`config.mk`:
```
export PLATFORM = sky130hd
export DESIGN_NAME = div_repsub_flat
export DESIGN_NICKNAME = d
export VERILOG_FILES = /design/src/rtl/div_repsub_pkg.sv /design/src/rtl/div_repsub_if.sv /design/src/rtl/div_repsub_datapath.sv /design/src/rtl/div_repsub.sv /design/src/flat_wrapper.sv
export SDC_FILE = /design/constraint.sdc
export NUM_CORES = 1
export LEC_CHECK = 0
export CORE_MARGIN = 3
export CORE_UTILIZATION = 35
export CTS_BUF_LIST = sky130_fd_sc_hd__clkbuf_4
export DETAILED_ROUTE_END_ITERATION = 8
export GPL_TIMING_DRIVEN = 0
export SYNTH_ARGS = -nofsm -noshare
export SYNTH_HDL_FRONTEND = slang
export SYNTH_SLANG_ARGS = --single-unit
```
`constraint.sdc`:
```
create_clock -name clk -period 2.7 [get_ports clk]
set_input_delay 0.27 -clock clk [delete_from_list [all_inputs] [get_ports clk]]
set_output_delay 0.27 -clock clk [all_outputs]
set_load 0.02 [all_outputs]
```
`src/rtl/div_repsub_pkg.sv`:
```
// Shared types and constants for the repeated-subtraction divider.
// Optional feature macro used by this block: DIV_ZERO_FLAG_EN.
package div_pkg;

    localparam int unsigned DIV_W = 16;

    typedef enum logic [2:0] {
        IDLE = 3'd0,
        LDA  = 3'd1,
        LDB  = 3'd2,
        SUB  = 3'd3,
        DONE = 3'd4
    } div_state_e;

endpackage : div_pkg

```
`src/rtl/div_repsub_if.sv`:
```
// Operand/result bus of the divider: start, serial operand input and results.
// div_err is present only when DIV_ZERO_FLAG_EN is defined.
interface div_repsub_if #(
    parameter int unsigned W = div_pkg::DIV_W
);

    logic         start;
    logic [W-1:0] data_in;
    logic [W-1:0] quotient;
    logic [W-1:0] remainder;
    logic         done;
`ifdef DIV_ZERO_FLAG_EN
    logic         div_err;
`endif

`ifdef DIV_ZERO_FLAG_EN
    modport master (
        output start,
        output data_in,
        input  quotient,
        input  remainder,
        input  done,
        input  div_err
    );

    modport slave (
        input  start,
        input  data_in,
        output quotient,
        output remainder,
        output done,
        output div_err
    );
`else
    modport master (
        output start,
        output data_in,
        input  quotient,
        input  remainder,
        input  done
    );

    modport slave (
        input  start,
        input  data_in,
        output quotient,
        output remainder,
        output done
    );
`endif

endinterface : div_repsub_if

```
`src/rtl/div_repsub_datapath.sv`:
```
// Divider datapath: A/B/Q registers, A>=B compare, subtract, increment,
// plus result registers that hold quotient/remainder between runs.
module div_datapath
    import div_pkg::*;
#(
    parameter int unsigned W = DIV_W
) (
    input  logic         clk,
    input  logic         rst,
    input  logic [W-1:0] data_i,
    input  logic         ld_a_i,
    input  logic         ld_b_i,
    input  logic         clr_q_i,
    input  logic         set_q_i,
    input  logic         sub_i,
    input  logic         fin_i,
    output logic         ge_o,
    output logic         bz_o,
    output logic [W-1:0] quotient_o,
    output logic [W-1:0] remainder_o
);

    logic [W-1:0] a_q, a_d;
    logic [W-1:0] b_q, b_d;
    logic [W-1:0] q_q, q_d;
    logic [W-1:0] quot_q, quot_d;
    logic [W-1:0] rem_q, rem_d;

    assign ge_o        = (a_q >= b_q);
    assign bz_o        = (data_i == '0);
    assign quotient_o  = quot_q;
    assign remainder_o = rem_q;

    always_comb begin
        a_d    = a_q;
        b_d    = b_q;
        q_d    = q_q;
        quot_d = quot_q;
        rem_d  = rem_q;

        if (ld_a_i) a_d = data_i;
        if (ld_b_i) b_d = data_i;
        if (clr_q_i) q_d = '0;
        if (set_q_i) q_d = '1;
        if (sub_i) begin
            a_d = a_q - b_q;
            q_d = q_q + W'(1);
        end

        // Results are captured on DONE entry so they survive the next LDA load of A.
        if (fin_i) begin
            quot_d = set_q_i ? '1 : q_q;
            rem_d  = a_q;
        end
    end

    always_ff @(posedge clk) begin
        if (rst) begin
            a_q    <= '0;
            b_q    <= '0;
            q_q    <= '0;
            quot_q <= '0;
            rem_q  <= '0;
        end else begin
            a_q    <= a_d;
            b_q    <= b_d;
            q_q    <= q_d;
            quot_q <= quot_d;
            rem_q  <= rem_d;
        end
    end

endmodule : div_datapath

```
`src/rtl/div_repsub.sv`:
```
// Repeated-subtraction unsigned divider: controller FSM around div_datapath.
// Optional DIV_ZERO_FLAG_EN adds the div_err divide-by-zero flag.
module div_repsub
    import div_pkg::*;
#(
    parameter int unsigned W = DIV_W
) (
    input  logic        clk,
    input  logic        rst,
    div_repsub_if.slave bus
);

    div_state_e state_q, state_d;

    logic ld_a, ld_b, clr_q, set_q, sub, fin;
    logic ge, bz;

    div_datapath #(
        .W (W)
    ) u_datapath (
        .clk         (clk),
        .rst         (rst),
        .data_i      (bus.data_in),
        .ld_a_i      (ld_a),
        .ld_b_i      (ld_b),
        .clr_q_i     (clr_q),
        .set_q_i     (set_q),
        .sub_i       (sub),
        .fin_i       (fin),
        .ge_o        (ge),
        .bz_o        (bz),
        .quotient_o  (bus.quotient),
        .remainder_o (bus.remainder)
    );

    always_ff @(posedge clk) begin
        if (rst) state_q <= IDLE;
        else     state_q <= state_d;
    end

    always_comb begin
        state_d = state_q;
        ld_a    = 1'b0;
        ld_b    = 1'b0;
        clr_q   = 1'b0;
        set_q   = 1'b0;
        sub     = 1'b0;
        fin     = 1'b0;

        unique case (state_q)
            IDLE: begin
                if (bus.start) state_d = LDA;
            end
            LDA: begin
                ld_a    = 1'b1;
                state_d = LDB;
            end
            LDB: begin
                ld_b = 1'b1;
                // A zero divisor bypasses SUB entirely, so the loop can never spin on B=0.
                if (bz) begin
                    set_q   = 1'b1;
                    fin     = 1'b1;
                    state_d = DONE;
                end else begin
                    clr_q   = 1'b1;
                    state_d = SUB;
                end
            end
            SUB: begin
                if (ge) begin
                    sub = 1'b1;
                end else begin
                    fin     = 1'b1;
                    state_d = DONE;
                end
            end
            DONE: begin
                if (!bus.start) state_d = IDLE;
            end
            default: state_d = IDLE;
        endcase
    end

    assign bus.done = (state_q == DONE);

`ifdef DIV_ZERO_FLAG_EN
    logic err_q, err_d;

    always_comb begin
        err_d = err_q;
        if (state_q == LDB && bz)
            err_d = 1'b1;
        else if (state_q == DONE && !bus.start)
            err_d = 1'b0;
    end

    always_ff @(posedge clk) begin
        if (rst) err_q <= 1'b0;
        else     err_q <= err_d;
    end

    assign bus.div_err = err_q;
`endif

endmodule : div_repsub

```
`src/flat_wrapper.sv`:
```
// flat-port wrapper written by rule: the top's interface ports become plain ports
module div_repsub_flat import div_pkg::*;
#(
    parameter int unsigned W = DIV_W
)
  (clk, rst, bus_start, bus_data_in, bus_quotient, bus_remainder, bus_done);
  div_repsub_if #(.W(W)) bus_i ();
  input  logic clk;
  input  logic rst;
  input wire logic [$bits(bus_i.start)-1:0] bus_start;
  input wire logic [$bits(bus_i.data_in)-1:0] bus_data_in;
  output wire logic [$bits(bus_i.quotient)-1:0] bus_quotient;
  output wire logic [$bits(bus_i.remainder)-1:0] bus_remainder;
  output wire logic [$bits(bus_i.done)-1:0] bus_done;
  assign bus_i.start = bus_start;
  assign bus_i.data_in = bus_data_in;
  assign bus_quotient = bus_i.quotient;
  assign bus_remainder = bus_i.remainder;
  assign bus_done = bus_i.done;
  div_repsub #(.W(W)) u_core (.clk(clk), .rst(rst), .bus(bus_i));
endmodule
```
## Word-level counts from Yosys, hierarchy flattened

Cells that the tools add are included.

- Equal/unequal tests: 7
- $lt $le $gt $ge: 1
- $mul: 0
- Bitwise gates (word level): 0
- Add/sub/neg operators: 2
- Mux-type cells: 21
- Shifts and indexed selects: 0
- Reduce and logical (&&, ||, !) cells: 5
- Divide/modulo/power cells: 0

Operator list:

| operator | number |
|---|---|
| two-way mux 16 bit | 6 |
| adder 16 x 1 -> 16 bit (second input constant) | 1 |
| >= comparator 16 bit | 1 |
| zero test 16 bit | 1 |
| subtractor 16 bit | 1 |
| case mux 3 bit (5 select lines) | 1 |
| two-way mux 3 bit | 4 |
| two-way mux 1 bit | 9 |
| == test 3 x 2 -> 1 bit (second input constant) | 2 |
| inequality test 2 bit (second input constant) | 3 |
| == test 3 x 1 -> 1 bit (second input constant) | 1 |
| == test 3 bit (second input constant) | 1 |
| zero test 3 bit | 1 |
| AND reduction 3 bit | 1 |
| nonzero test 3 bit | 1 |
| case mux 1 bit (2 select lines) | 1 |
| nonzero test 2 bit | 1 |

- Bits in latches: 0
- ROM bits: 0
- Input bits: 19
- Word-level logic and storage cells: 42
- RAM bits: 0
- Memories: 0
- Flip-flop bits (word level): 83

## Logic depth before layout (Yosys ltp)

- Depth in word-level cells: 6
- Depth in mapped cells: 12

## By module

Synthesis repeated with hierarchy kept, for this count alone.

- Cell total of the unflattened synthesis: 515
- Area total of the unflattened synthesis: 4,377.9 um^2

Modules (own cells, without submodules):

| module | sequential area each (um^2) | area an instance (um^2) | cells each | instances |
|---|---|---|---|---|
| div_datapath | 1,601.5 | 4,161.5 | 488 | 1 |
| div_repsub | 60.1 | 216.5 | 27 | 1 |

## Least setup slack after synthesis

No wires, ideal clock.

- Path type: reg-to-reg
- Start: register u_core.u_datapath.a_q[0]
- End: register u_core.u_datapath.q_q[13]
- Data arrival time: 2.587 ns
- Data required time: 2.626 ns
- Setup slack: 0.038 ns
- Setup time: 0.074 ns
- Cell stages (with the launch flop): 11
- Buffers on the path: 1
- Cells stage by stage: dfxtp_1 > inv_1 > ha_1 > fa_1 > nand2b_1 > a21o_1 > a211o_1 > a31o_2 > buf_6 > or4_1 > a31oi_1

- Longest elaborated chain between the ends: 4
- Elaborated cells on any way between the ends: 5

RTL lines:

| item | line | text |
|---|---|---|
| from (decl) | div_repsub_datapath.sv:23 | `logic [W-1:0] a_q, a_d;` |
| from (signal assigned) | div_repsub_datapath.sv:59 | `a_q <= '0;` |
| from (signal assigned) | div_repsub_datapath.sv:65 | `a_q <= a_d;` |
| >= comparator 16 bit * | div_repsub_datapath.sv:29 | `assign ge_o = (a_q >= b_q);` |
| two-way mux 1 bit * | div_repsub.sv:71 | `if (ge) begin` |
| two-way mux 1 bit * | div_repsub.sv:50 | `unique case (state_q)` |
| nonzero test 3 bit (no line) or two-way mux 16 bit (tied branches) | - |  |
| to (signal assigned) | div_repsub_datapath.sv:67 | `q_q <= q_d;` |
| to (decl) | div_repsub_datapath.sv:25 | `logic [W-1:0] q_q, q_d;` |

Mark *: on every way between the ends. The rest lies on a longest branch, timed or not.
A chain may end at the register's enable or synchronous reset.

## Final worst setup path

- Start: register u_core.u_datapath.a_q[0]
- End: register u_core.u_datapath.q_q[11]

Same word-level chain as after synthesis.

==> qor.yml <==
antenna_cells: 0
portBuffers: 51
synth.distinct_cells: 55
critPathRequiredTime_ps: 3080
drive_above_1_share: 0.1128
ys_warn_count: 0
arrival_ps: 3130
areaGrowthSynthToFinish_pct: 25.25
drt_iter0_markers: 277
cp_top_family: "compound AO/OA/AOI/OAI gates"
dr.pass1.iters: 5
root_buffer: "clkbuf_4"
fillers: 1301
grt_pass1_vias: 4197
synth_nets: 608
yosysSeqAreaShare: 0.3621
critPathLaunchType: "flop"
fp.dieH_um: 120.5
reg2reg_slack_ps: -50
hold_viol_final: 0
ios: 52
leakagePower_nw: 2.062
grt_use_total: 0.1861
clockBufferDepth: 2
slew-limit-headroom: 0.5297
wirelength_um: 13630
grt_overflow: 0
fin_area_um2: 5747
place_area_um2: 5314
grt_max_degree: 15
core_um2: 12720
final_common_cell: "dfxtp_1"
syn_area_per_cell_um2: 8.035
worstPathMaxFanout: 5
vias: 4496
finalMaxSlewViolations: 0
crit_type: "flop to flop"
clock-sinks: 83
min_path_type: "input port to flop"
drc: 0
ant_nets: 0
rows: 41
die-area_um2: 14520
insertion_delay_ps: 460
nNetsFinal: 679
syn_inst: 571
fin_ws_ps: -53.98
clock_skew_ps: 22.61
via_per_inst: 5.490
wl_per_cell_um: 16.64
place_hpwl_um: 9848
powerDensity_nw_per_um2: 966.6
synthFlopType: "dfxtp_1"
clk_pin_slew_worst_paths_ps: 150
cp_num_buf_inv: 2
cap_viol_max_count: 0
rsz0062_at_grt: "true"
status: "finished with violations"
fmax_mhz: 363.1
tns_ps: -96.83
syn_area_um2: 4588
finalCritPeriodShare: 1.020
critical_path.max_stage_delay_ps: 490
tightest_slew_ps: 705.4
cp-end-kind: "flop"
synth_edf_count: 0
fin_crit_ps: 2754
die_x_um: 120.5
setup_viol: 4
violations: "negative setup slack"
slowest_stage: "or4_1"
ir_worst_vdd_v: 0.0003948
path_cells: "inv_2, ha_4, fa_2, nand2b_4, a21o_1, a211o_4, a31o_4, buf_6, or4_1, a31oi_1"
grt_pass1_wl_um: 21710
ys_seq_elements: 83
mostFrequentLayoutCells: "dfxtp_1 (80), nand2_1 (52), clkdlybuf4s50_1 (51)"
cts_tree: "yes"
cts_max_level: 3
cts_buffers: 9
gp_congestion: 0.8790
cts_hold_buf: 0
synth-async-reset-ratio: 0
start_util: 0.3606
antenna_found_initial: 0
==> synthesized netlist by cell type, drive strengths merged, types with 4 or more instances <==
cell type	count	share of area
dfxtp	83	0.36
or3	5	0.0068
nor2	51	0.042
a21o	8	0.013
clkbuf	28	0.023
nor4	6	0.0082
inv	29	0.024
a311oi	4	0.0076
a211oi	31	0.051
and2	8	0.011
xnor2	7	0.013
nand4	10	0.014
ha	17	0.046
o21ai	10	0.011
nand3	19	0.021
a22oi	7	0.011
and3	7	0.0095
a21oi	46	0.051
nor3	10	0.011
o311ai	7	0.013
mux2i	17	0.037
buf	9	0.011
or4	11	0.018
o211ai	6	0.0098
nand2	52	0.043
nand2b	39	0.053
a31oi	11	0.016
==> state kept, by name, indices dropped and copies added, names as in the netlist <==
| signal | cells |
|---|---|
| u_core.state_q | 3 |
| u_core.u_datapath.q_q | 16 |
| u_core.u_datapath.a_q | 16 |
| u_core.u_datapath.quotient_o | 16 |
| u_core.u_datapath.remainder_o | 16 |
| u_core.u_datapath.b_q | 16 |
==> worst paths after layout <==
check | end | from | cells past startpoint
worst max-delay path | u_core.u_datapath.q_q[11] | u_core.u_datapath.a_q[0] | 10
worst min-delay path | u_core.u_datapath.b_q[13] | bus_data_in[13] | 3
worst max register to register | u_core.u_datapath.q_q[11] | u_core.u_datapath.a_q[0] | 10
worst min register to register | u_core.u_datapath.b_q[8] | u_core.u_datapath.b_q[8] | 2
==> metrics by stage <==
| step | instances | hold WS [ps] | setup slack (ps) | power, W | util |
|---|---|---|---|---|---|
| after floorplan | 571 | 406.0 | 38.25 | 0.003733 | - |
| final | 819 | 423.7 | -53.98 | 0.005555 | 0.4517 |
| after CTS | 816 | 410.8 | -42.26 | 0.005406 | 0.4418 |
| after detailed placement | 794 | 449.6 | -475.9 | 0.004441 | 0.4177 |
| after global placement | 794 | 443.7 | -419.6 | 0.004399 | 0.4177 |
| after global routing | 819 | 451.2 | -121.2 | 0.005951 | 0.4517 |
==> worst reg2reg max path: cells and delay by family (launching register included) <==
| kind | cells | cell delay (ps) |
|---|---|---|
| DFF | 1 | 370 |
| adders and majority gates | 2 | 500 |
| buffers and inverters | 2 | 190 |
| AOI/OAI and AO/OA | 4 | 980 |
| and+or+nand+nor | 2 | 640 |
==> report_power, final <==
group / switching, W / internal, W / total (W)
clock network: 0.000474 / 0.000279 / 0.000753
registers: 0.000151 / 0.00138 / 0.00153
logic: 0.00189 / 0.00139 / 0.00327
==> cell families (layout without fill, tap and decap cells) <==
family / count (synthesis) / in the layout / synth area share
compound gates: 149 / 149 / 0.2201
xor+xnor: 10 / 10 / 0.01909
fa+ha+maj: 18 / 18 / 0.05072
buf+inv: 66 / 142 / 0.05836
flops: 83 / 83 / 0.3621
mux: 17 / 17 / 0.03709
simple gates: 228 / 228 / 0.2525
==> metal layers <==
metal | GRT usage | routed length, um | up-vias
li1 | - | - | 2199
met1 | 0.2573 | 6312 | 2140
met2 | 0.2878 | 6187 | 133
met3 | 0.03368 | 803 | 24
met4 | 0.07365 | 322 | 0
met5 | 0 | 0 | -
==> area by class of cell <==
type / instances / area (um2) / share of cell area
clock inverter: 7 / 68.82 / 0.01197
multi-input combinational: 422 / 2843 / 0.4947
inverter: 29 / 108.9 / 0.01894
timing repair buffer: 61 / 589.3 / 0.1025
clock buffer: 9 / 67.56 / 0.01176
buffer: 36 / 188.9 / 0.03288
sequential: 83 / 1665 / 0.2898
tap: 172 / 215.2 / 0.03745
==> timing repair <==
| action | in CTS | in global routing |
|---|---|---|
| endpoints found under the hold margin | 0 | 0 |
| endpoints found under the setup margin | 62 | 45 |
| setup buffers | 5 | 4 |
| gates cloned | 1 | 0 |
| pin swaps | 12 | 9 |
| gates resized for setup | 30 | 31 |
Power figures use the tool's default switching activity.
